--- config.mk ---
export PLATFORM = sky130hd
export DESIGN_NAME = noc_trace_collector
export DESIGN_NICKNAME = d
export VERILOG_FILES = /design/src/rtl/noc_trace_collector_pkg.sv /design/src/rtl/noc_trace_collector_arb.sv /design/src/rtl/noc_trace_collector.sv
export SDC_FILE = /design/constraint.sdc
export NUM_CORES = 1
export LEC_CHECK = 0
export BUFFER_PORTS_ARGS = -buffer_cell sky130_fd_sc_hd__buf_4
export CAP_MARGIN = 15
export CORE_MARGIN = 10
export CORE_UTILIZATION = 40
export CTS_CLUSTER_DIAMETER = 100
export DETAILED_ROUTE_END_ITERATION = 16
export PLACE_DENSITY = 0.54
export SYNTH_ARGS = -nofsm -noshare
export SYNTH_HDL_FRONTEND = slang
export SYNTH_SLANG_ARGS = --single-unit
--- constraint.sdc ---
create_clock -name clk -period 23.7 [get_ports clk]
set_input_delay 1.185 -clock clk [delete_from_list [all_inputs] [get_ports clk]]
set_output_delay 1.185 -clock clk [all_outputs]
set_load 0.02 [all_outputs]
--- src/rtl/noc_trace_collector_pkg.sv ---
// Shared definitions for the NoC trace collector.
// Provides log2 and the FIFO entry layout {trace, tile, ts}.
package noc_trace_collector_pkg;

    // Ceiling log2, with a minimum result of 1 so that index fields never collapse.
    function automatic int clog2(input int v);
        int r;
        r = 1;
        for (int i = 1; i < 31; i++) begin
            if ((1 << i) < v) r = i + 1;
        end
        return r;
    endfunction

    // Width of one packed FIFO entry.
    function automatic int entry_w(input int trace_w, input int nt, input int ts_w);
        return trace_w + clog2(nt) + ts_w;
    endfunction

    // Field offsets: the timestamp is in the low bits and the trace word is in the high bits.
    function automatic int ts_lsb();
        return 0;
    endfunction

    function automatic int tile_lsb(input int ts_w);
        return ts_w;
    endfunction

    function automatic int trace_lsb(input int nt, input int ts_w);
        return ts_w + clog2(nt);
    endfunction

endpackage

--- src/rtl/noc_trace_collector_arb.sv ---
// Round-robin arbiter over per-tile hold registers.
// Searches upward from the pointer; the pointer moves past each grant.
module trace_rr_arbiter
    import noc_trace_collector_pkg::*;
#(
    parameter int NT = 4,
    localparam int IW = clog2(NT)
) (
    input  logic          clk,
    input  logic          reset,
    input  logic [NT-1:0] req,
    input  logic          allow,
    output logic [NT-1:0] gnt,
    output logic [IW-1:0] gnt_idx,
    output logic          gnt_valid
);

    logic [IW-1:0] ptr_q, ptr_d;

    // Pick the first requester at or after the pointer, wrapping around.
    always_comb begin
        int j;
        gnt       = '0;
        gnt_idx   = '0;
        gnt_valid = 1'b0;
        ptr_d     = ptr_q;
        for (int k = 0; k < NT; k++) begin
            j = int'(ptr_q) + k;
            if (j >= NT) j = j - NT;
            if (allow && !gnt_valid && req[j]) begin
                gnt_valid = 1'b1;
                gnt_idx   = IW'(j);
                gnt[j]    = 1'b1;
            end
        end
        if (gnt_valid) begin
            ptr_d = (gnt_idx == IW'(NT - 1)) ? '0 : gnt_idx + 1'b1;
        end
    end

    // Pointer register.
    always_ff @(posedge clk or posedge reset) begin
        if (reset) ptr_q <= '0;
        else       ptr_q <= ptr_d;
    end

endmodule

--- src/rtl/noc_trace_collector.sv ---
// Trace collector: per-tile hold registers feed an output FIFO through a
// round-robin arbiter, and each event carries a capture timestamp.
module noc_trace_collector
    import noc_trace_collector_pkg::*;
#(
    parameter int NT        = 4,
    parameter int TRACEw    = 32,
    parameter int DEPTH     = 8,
    parameter int TSw       = 16,
    parameter int EDGE_MODE = 0,
    localparam int TW = clog2(NT),
    localparam int CW = clog2(DEPTH) + 1
) (
    input  logic                 clk,
    input  logic                 reset,
    input  logic                 en,
    input  logic [NT-1:0]        trigger_in,
    input  logic [NT*TRACEw-1:0] trace_in,
    output logic                 out_valid,
    input  logic                 out_ready,
    output logic [TRACEw-1:0]    out_trace,
    output logic [TW-1:0]        out_tile,
    output logic [TSw-1:0]       out_ts,
    output logic [NT-1:0]        drop_flags,
    input  logic                 drop_clr,
    output logic [CW-1:0]        fifo_count
);

    localparam int AW  = clog2(DEPTH);
    localparam int EW  = entry_w(TRACEw, NT, TSw);
    localparam int TSL = ts_lsb();
    localparam int TLL = tile_lsb(TSw);
    localparam int TRL = trace_lsb(NT, TSw);

    logic [TSw-1:0]    ts_q, ts_d;
    logic [NT-1:0]     prev_q, prev_d;
    logic [NT-1:0]     hv_q, hv_d;
    logic [NT-1:0]     drop_q, drop_d;
    logic [NT-1:0]     ev, gnt;
    logic [TRACEw-1:0] htr_q [NT];
    logic [TRACEw-1:0] htr_d [NT];
    logic [TSw-1:0]    hts_q [NT];
    logic [TSw-1:0]    hts_d [NT];
    logic [EW-1:0]     mem_q [DEPTH];
    logic [EW-1:0]     mem_d [DEPTH];
    logic [AW-1:0]     wr_q, wr_d, rd_q, rd_d;
    logic [CW-1:0]     cnt_q, cnt_d;
    logic              pop, allow, push;
    logic [TW-1:0]     gidx;
    logic [EW-1:0]     push_e, head;

    assign out_valid  = (cnt_q != '0);
    assign pop        = out_valid && out_ready;
    assign allow      = (cnt_q < CW'(DEPTH)) || pop;
    assign fifo_count = cnt_q;
    assign drop_flags = drop_q;

    // Head is forced to zero when empty so outputs read 0 out of reset.
    assign head      = out_valid ? mem_q[rd_q] : '0;
    assign out_ts    = head[TSL +: TSw];
    assign out_tile  = head[TLL +: TW];
    assign out_trace = head[TRL +: TRACEw];
    assign push_e    = {htr_q[gidx], gidx, hts_q[gidx]};

    trace_rr_arbiter #(.NT(NT)) u_arb (
        .clk       (clk),
        .reset     (reset),
        .req       (hv_q),
        .allow     (allow),
        .gnt       (gnt),
        .gnt_idx   (gidx),
        .gnt_valid (push)
    );

    // Event detection, either level or rising edge, and gated by en.
    always_comb begin
        ev = '0;
        if (en) ev = (EDGE_MODE != 0) ? (trigger_in & ~prev_q) : trigger_in;
    end

    // Timestamp, hold-register capture and release, and sticky drop flags.
    always_comb begin
        ts_d   = en ? ts_q + 1'b1 : ts_q;
        prev_d = trigger_in;
        hv_d   = hv_q;
        htr_d  = htr_q;
        hts_d  = hts_q;
        drop_d = drop_clr ? '0 : drop_q;
        for (int i = 0; i < NT; i++) begin
            if (gnt[i]) hv_d[i] = 1'b0;
            if (ev[i]) begin
                if (!hv_q[i] || gnt[i]) begin
                    hv_d[i]  = 1'b1;
                    htr_d[i] = trace_in[i*TRACEw +: TRACEw];
                    hts_d[i] = ts_q;
                end else begin
                    drop_d[i] = 1'b1;
                end
            end
        end
    end

    // FIFO pointers, occupancy and write port.
    always_comb begin
        mem_d = mem_q;
        wr_d  = wr_q;
        rd_d  = rd_q;
        cnt_d = cnt_q;
        if (push) begin
            mem_d[wr_q] = push_e;
            wr_d        = wr_q + 1'b1;
        end
        if (pop) rd_d = rd_q + 1'b1;
        if (push && !pop) cnt_d = cnt_q + 1'b1;
        if (pop && !push) cnt_d = cnt_q - 1'b1;
    end

    // State registers.
    always_ff @(posedge clk or posedge reset) begin
        if (reset) begin
            ts_q   <= '0;
            prev_q <= '0;
            hv_q   <= '0;
            drop_q <= '0;
            wr_q   <= '0;
            rd_q   <= '0;
            cnt_q  <= '0;
            for (int i = 0; i < NT; i++) begin
                htr_q[i] <= '0;
                hts_q[i] <= '0;
            end
            for (int i = 0; i < DEPTH; i++) mem_q[i] <= '0;
        end else begin
            ts_q   <= ts_d;
            prev_q <= prev_d;
            hv_q   <= hv_d;
            drop_q <= drop_d;
            wr_q   <= wr_d;
            rd_q   <= rd_d;
            cnt_q  <= cnt_d;
            htr_q  <= htr_d;
            hts_q  <= hts_d;
            mem_q  <= mem_d;
        end
    end

endmodule

**Word level (Yosys, flattened, before mapping)**

Index checks and enable logic that the tools add are counted.

- Add/sub/neg operators: 13
- Order comparisons: 17
- Eq/ne operators: 1
- Multiplexer cells: 74
- Bitwise gates (word level): 6
- Reduce and logical (&&, ||, !) cells: 35

Operators by type and width:

| cell | count |
|---|---|
| 400-bit bitwise mux | 1 |
| 50-bit 2-to-1 mux | 4 |
| 32-bit 2-to-1 mux | 6 |
| 50-bit binary-select mux with 3-bit select | 1 |
| 50-bit demux with 3-bit select | 1 |
| 32-bit by 1-bit >= comparator with 1-bit output (second input constant) | 4 |
| 32-bit by 4-bit less-than comparator with 1-bit output (second input constant) | 4 |
| 32-bit by 4-bit >= comparator with 1-bit output (second input constant) | 3 |
| 32-bit by 4-bit subtractor with 32-bit output (second input constant) | 3 |
| 32-bit binary-select mux with 2-bit select | 1 |
| 1-bit 2-to-1 mux | 36 |
| 16-bit binary-select mux with 2-bit select | 1 |
| 16-bit 2-to-1 mux | 2 |
| 4-bit 2-to-1 mux | 8 |
| 16-bit by 1-bit adder with 16-bit output (second input constant) | 1 |
| 1-bit logical AND | 15 |
| 4-bit OR | 3 |
| 2-bit 2-to-1 mux | 5 |
| 1-bit logical NOT | 9 |
| 1-bit binary-select mux with 2-bit select | 4 |
| 1-bit demux with 2-bit select | 4 |
| 4-bit >= comparator (second input constant) | 2 |
| 3-bit inverter with 4-bit output | 2 |
| 2-bit AND reduction | 4 |
| 16 further kinds | 22 |

- Register bits after elaboration: 628
- Input port bits: 137
- Output and inout bits: 59
- Logic and storage cells: 169

**Logic depth before layout (Yosys ltp)**

- Word-level depth: 24
- Gate-level depth with buffers: 13
- Depth with buffers taken out: 11

**By module**

Synthesis repeated with hierarchy kept, for this count alone.

- Cells, all modules: 2188
- Area total of the unflattened synthesis: 28309.7 um^2

Modules (own cells, without submodules):

| module | times used | cells each | area each (um^2) | sequential area each (um^2) |
|---|---|---|---|---|
| noc_trace_collector | 1 | 2126 | 27730.3 | 15665.0 |
| trace_rr_arbiter | 1 | 62 | 579.3 | 50.0 |

**Worst setup path before layout**

No wires, ideal clock.

- Kind: register -> register
- From: register u_arb.ptr_q[1]
- To: register cnt_q[2], in the netlist fifo_count[2]
- Setup time: 0.129 ns
- Arrival: 3.388 ns
- Required time: 23.571 ns
- Path slack: 20.182 ns
- Stages on the path, launching flop included: 13
- Buffers on the path: 1
- Period minus slack after synthesis: 3.518 ns
- Cell sequence: dfrtp_1 > clkbuf_1 > inv_1 > ha_1 > mux4_2 > o41ai_4 > ha_1 > xor2_1 > ha_1 > a21oi_1 > xor2_1 > nor2_1 > xor2_1

- Word-level cells in the longest chain between the ends: 22
- Elaborated cells between the ends (all ways): 46
- Those cells by class: add/sub: 7; order compare: 4; mux: 21; reduce/logical: 14

Ends and longest elaborated chain:

| item | line | text |
|---|---|---|
| from (decl) | noc_trace_collector_arb.sv:18 | `logic [IW-1:0] ptr_q, ptr_d;` |
| from (signal assigned) | noc_trace_collector_arb.sv:44 | `else ptr_q <= ptr_d;` |
| branches (longest 18 deep; another with 32-bit by 4-bit subtractor with 32-bit output) | n/a |  |
| 1-bit 2-to-1 mux * | noc_trace_collector_arb.sv:30 | `if (allow && !gnt_valid && req[j]) begin` |
| 1-bit logical NOT | noc_trace_collector.sv:115 | `if (pop && !push) cnt_d = cnt_q - 1'b1;` |
| 1-bit logical AND | noc_trace_collector.sv:115 |  |
| 4-bit 2-to-1 mux / 2-bit nonzero test (equally long branches) | n/a |  |
| to (signal assigned) | noc_trace_collector.sv:140 | `cnt_q <= cnt_d;` |
| to (decl) | noc_trace_collector.sv:47 | `logic [CW-1:0] cnt_q, cnt_d;` |

Mark *: on every way between the ends. The select of a mux whose other input is x is not followed.
A chain may end at the register's enable or synchronous reset.

**Worst setup path in the final report**

- From: register rd_q[0]
- To: output out_ts[10]

- Word-level cells in the longest chain between the ends: 5

Ends and longest elaborated chain:

| item | line | text |
|---|---|---|
| from (decl) | noc_trace_collector.sv:46 | `logic [AW-1:0] wr_q, wr_d, rd_q, rd_d;` |
| from (signal assigned) | noc_trace_collector.sv:139 | `rd_q <= rd_d;` |
| 3-bit inverter with 4-bit output (implied by the code) | noc_trace_collector.sv:59 | `assign head = out_valid ? mem_q[rd_q] : '0;` |
| 50-bit binary-select mux with 3-bit select | noc_trace_collector.sv:59 |  |
| 50-bit 2-to-1 mux (implied by the code) (2 in series) | noc_trace_collector.sv:59 |  |
| 50-bit 2-to-1 mux | noc_trace_collector.sv:59 |  |
| to (decl) | noc_trace_collector.sv:23 | `output logic [TSw-1:0] out_ts,` |

Every way passes these cells. The select of a mux whose other input is x is not followed.

==> reports/summary.txt <==
Status = complete, no violations
Max-slew violations = 0
Layout cell share with drive strength beyond 1 = 0.2890
Hold Path End = mem_q[84]
Initial antenna violation count = 0
CTS Buf Count = 71
Worst hold start = mem_q[84]
Mean Syn Cell Area = 12.72 µm²
Post-synth top area share = 0.5259
CP cell instances = buf_4, buf_4, mux4_2, mux2i_1, nor2_1, buf_4
Ys async rst share = 1.000
Mapped Area = 29880 µm²
Top cell type by total area after synthesis = dfrtp_1
CP peak stage delay = 0.85 ns
Io pins = 196
Critical path type = flop to output port
Fin nets = 2622
Max Cap Viol = 0
Iter 0 DRT Violations = 1491
Die Height = 293.3 µm
CTS resizes = 0
Final hold vios = 0
CTS max path bufs = 3
Clock slew at reported path FFs = 0.06 ns
Worst R2R Path Depth = 10
Die Wd = 293.3 µm
Hold depth = 2
Mapped Nets = 2502
N_diodes = 0
Crit share post-route = 0.2309
Row count = 100
Initial core utilization = 0.4027
Post-route ant nets = 0
Routed WL per cell = 23.58 µm
Critical path's most frequent cell = buf_4
Count of cell types in the netlist = 53
Number of enable flip-flop cells after synthesis = 0
Worst-skew pair later-pin latency = 0.62 ns
Worst Slack Setup Final = 18.23 ns
DRT Pass-1 Iters = 5
Largest net degree at the start of global routing = 135
Top cells by area, synth = dfrtp_1, o31ai_1, mux4_2, mux2_2, nand2_1
Startpoint Class = flop
Core region area = 74200 µm²
FF-to-FF setup slack = 18.68 ns
# H-tree levels = 3
Syn. warnings = 0
Total length of routed wires = 82400 µm
Global-route usage over all layers = 0.1911
Die ar. = 86040 µm²
Max Clk Rate = 0.1827 GHz
CTS Hold Bufs = 0
Vias = 19960
Min-delay worst type = flop to flop
Arr. time, crit path = 4.29 ns
Port bufs = 195
P&R area growth vs syn = 14.72%
Final core occ = 0.4620
Root buffer cell = clkbuf_16
Top-count cell post-synth = dfrtp_1
Critical R2R Capture = mem_q[95]
# setup viols final = 0
Hpwl dp = 49870 µm
TNS Setup = 0 ns
R2R Path Start = u_arb.ptr_q[0]
Worst Max-Slew Pin Slew = 1.075 ns
# DRC = 0
Commonest register cell after synthesis = dfrtp_1
Setup Fix Bufs, Post-CTS = 0
Post-synthesis sequential area ratio = 0.5259
Grt ovf = 0
Crit Path Max Fanout = 44
GPL Wtd Cong = 0.7370
Critical Path End Type = output port
Synthesized instance count = 2350
Req. time, crit path = 22.51 ns
Vias in the first global route = 20990
Routed vias/inst = 5.712
Register bit total from synthesis = 628
CP max-delay cell = buf_4
CP delay by family, top = buffers and inverters
Synth cell count leaders = dfrtp_1, nand2_1, o31ai_1, mux2_2, mux4_2
Slew headroom = 0.2831
Worst Path Buf+Inv = 3
Skew final = 0.02405 ns
Global-route wire length before repair = 128900 µm
RSZ-0062 raised after global routing = no
CTS sink cnt = 628
Place WS = 17.93 ns
Minimum clock period after layout = 5.473 ns
CTS tree = done
metal layers:
layer	track usage	vias to the layer above	wire length (µm)
li1	-	8944	-
met1	0.2575	10390	36950
met2	0.3160	523	39940
met3	0.02974	109	3910
met4	0.05429	0	1601
met5	0	-	0
metrics by stage:
| step | std cells | cell area, µm² | hold slack, ns |
|---|---|---|---|
| 3_3_place_gp | 3364 | 31940 | 0.4533 |
| 2_1_floorplan | 2350 | 29880 | 0.4432 |
| 3_5_place_dp | 3364 | 31940 | 0.4600 |
| 5_1_grt | 3495 | 34280 | 0.4864 |
| 4_1_cts | 3493 | 34230 | 0.4733 |
| 6_report | 3495 | 34280 | 0.4684 |
cells by family after synthesis:
logic type | count (synthesis) | synth area share
AO/OA/AOI/OAI | 515 | 0.1633
XOR/XNOR | 24 | 0.007035
buffers and inverters | 200 | 0.03605
flip-flops | 628 | 0.5259
multiplexers | 363 | 0.1742
adder cells (fa/ha/maj) | 15 | 0.006281
AND/OR/NAND/NOR | 605 | 0.08726
registers in the layout, indices dropped and copies added, names as in the netlist, 3 cells and up:
signal and count:
mem_q 400, htr_q 128, hts_q 64, ts_q 16, drop_flags 4, fifo_count 4
hv_q 4, rd_q 3, wr_q 3
cell type report:
| class | count | area [µm²] |
|---|---|---|
| Sequential cell | 628 | 15730 |
| Timing Repair Buffer | 231 | 1774 |
| Inverter | 16 | 77.57 |
| Tap cell | 969 | 1212 |
| Fill cell | 6735 | 39920 |
| Clock buffer | 114 | 2121 |
| Multi-Input combinational cell | 1522 | 13200 |
| Clock inverter | 15 | 165.2 |
worst max-delay path by stage:
stage	start	endpoint	slack (ns)	cells after the start
after floorplan	reset	drop_flags[0]	4.93	1
after global placement	reset	htr_q[108]	18.08	6
after detailed placement	reset	htr_q[73]	17.93	6
after CTS	rd_q[0]	out_ts[10]	18.00	6
after global routing	rd_q[0]	out_ts[10]	17.86	6
final	rd_q[0]	out_ts[10]	18.23	6
layout by cell type, fill, tap and decap left out, drive strengths merged, types with 2 or more instances in the layout:
cell type  count
and3          95
inv           20
nand3          9
a221oi         2
ha            15
mux2         206
clkinv         8
a22o           4
o31ai        377
buf          231
a21boi         2
nand2        419
nand4          6
dfrtp        628
mux4         105
nor2b          7
o21ai         16
a22oi          5
xor2          10
nor2          63
clkbuf       114
o22ai          4
a211oi        94
a21oi          2
bufinv         3
a31oi          4
xnor2         14
mux2i         52
tightest hold or removal path: stages (launching register included):
cell and delay [ns]:
dfrtp_1 0.33, nand2_1 0.05, o31ai_1 0.05
Power is left out: the tool's default activity adds up to more than one toggle a clock period on the data nets, which glitch-free logic cannot reach.
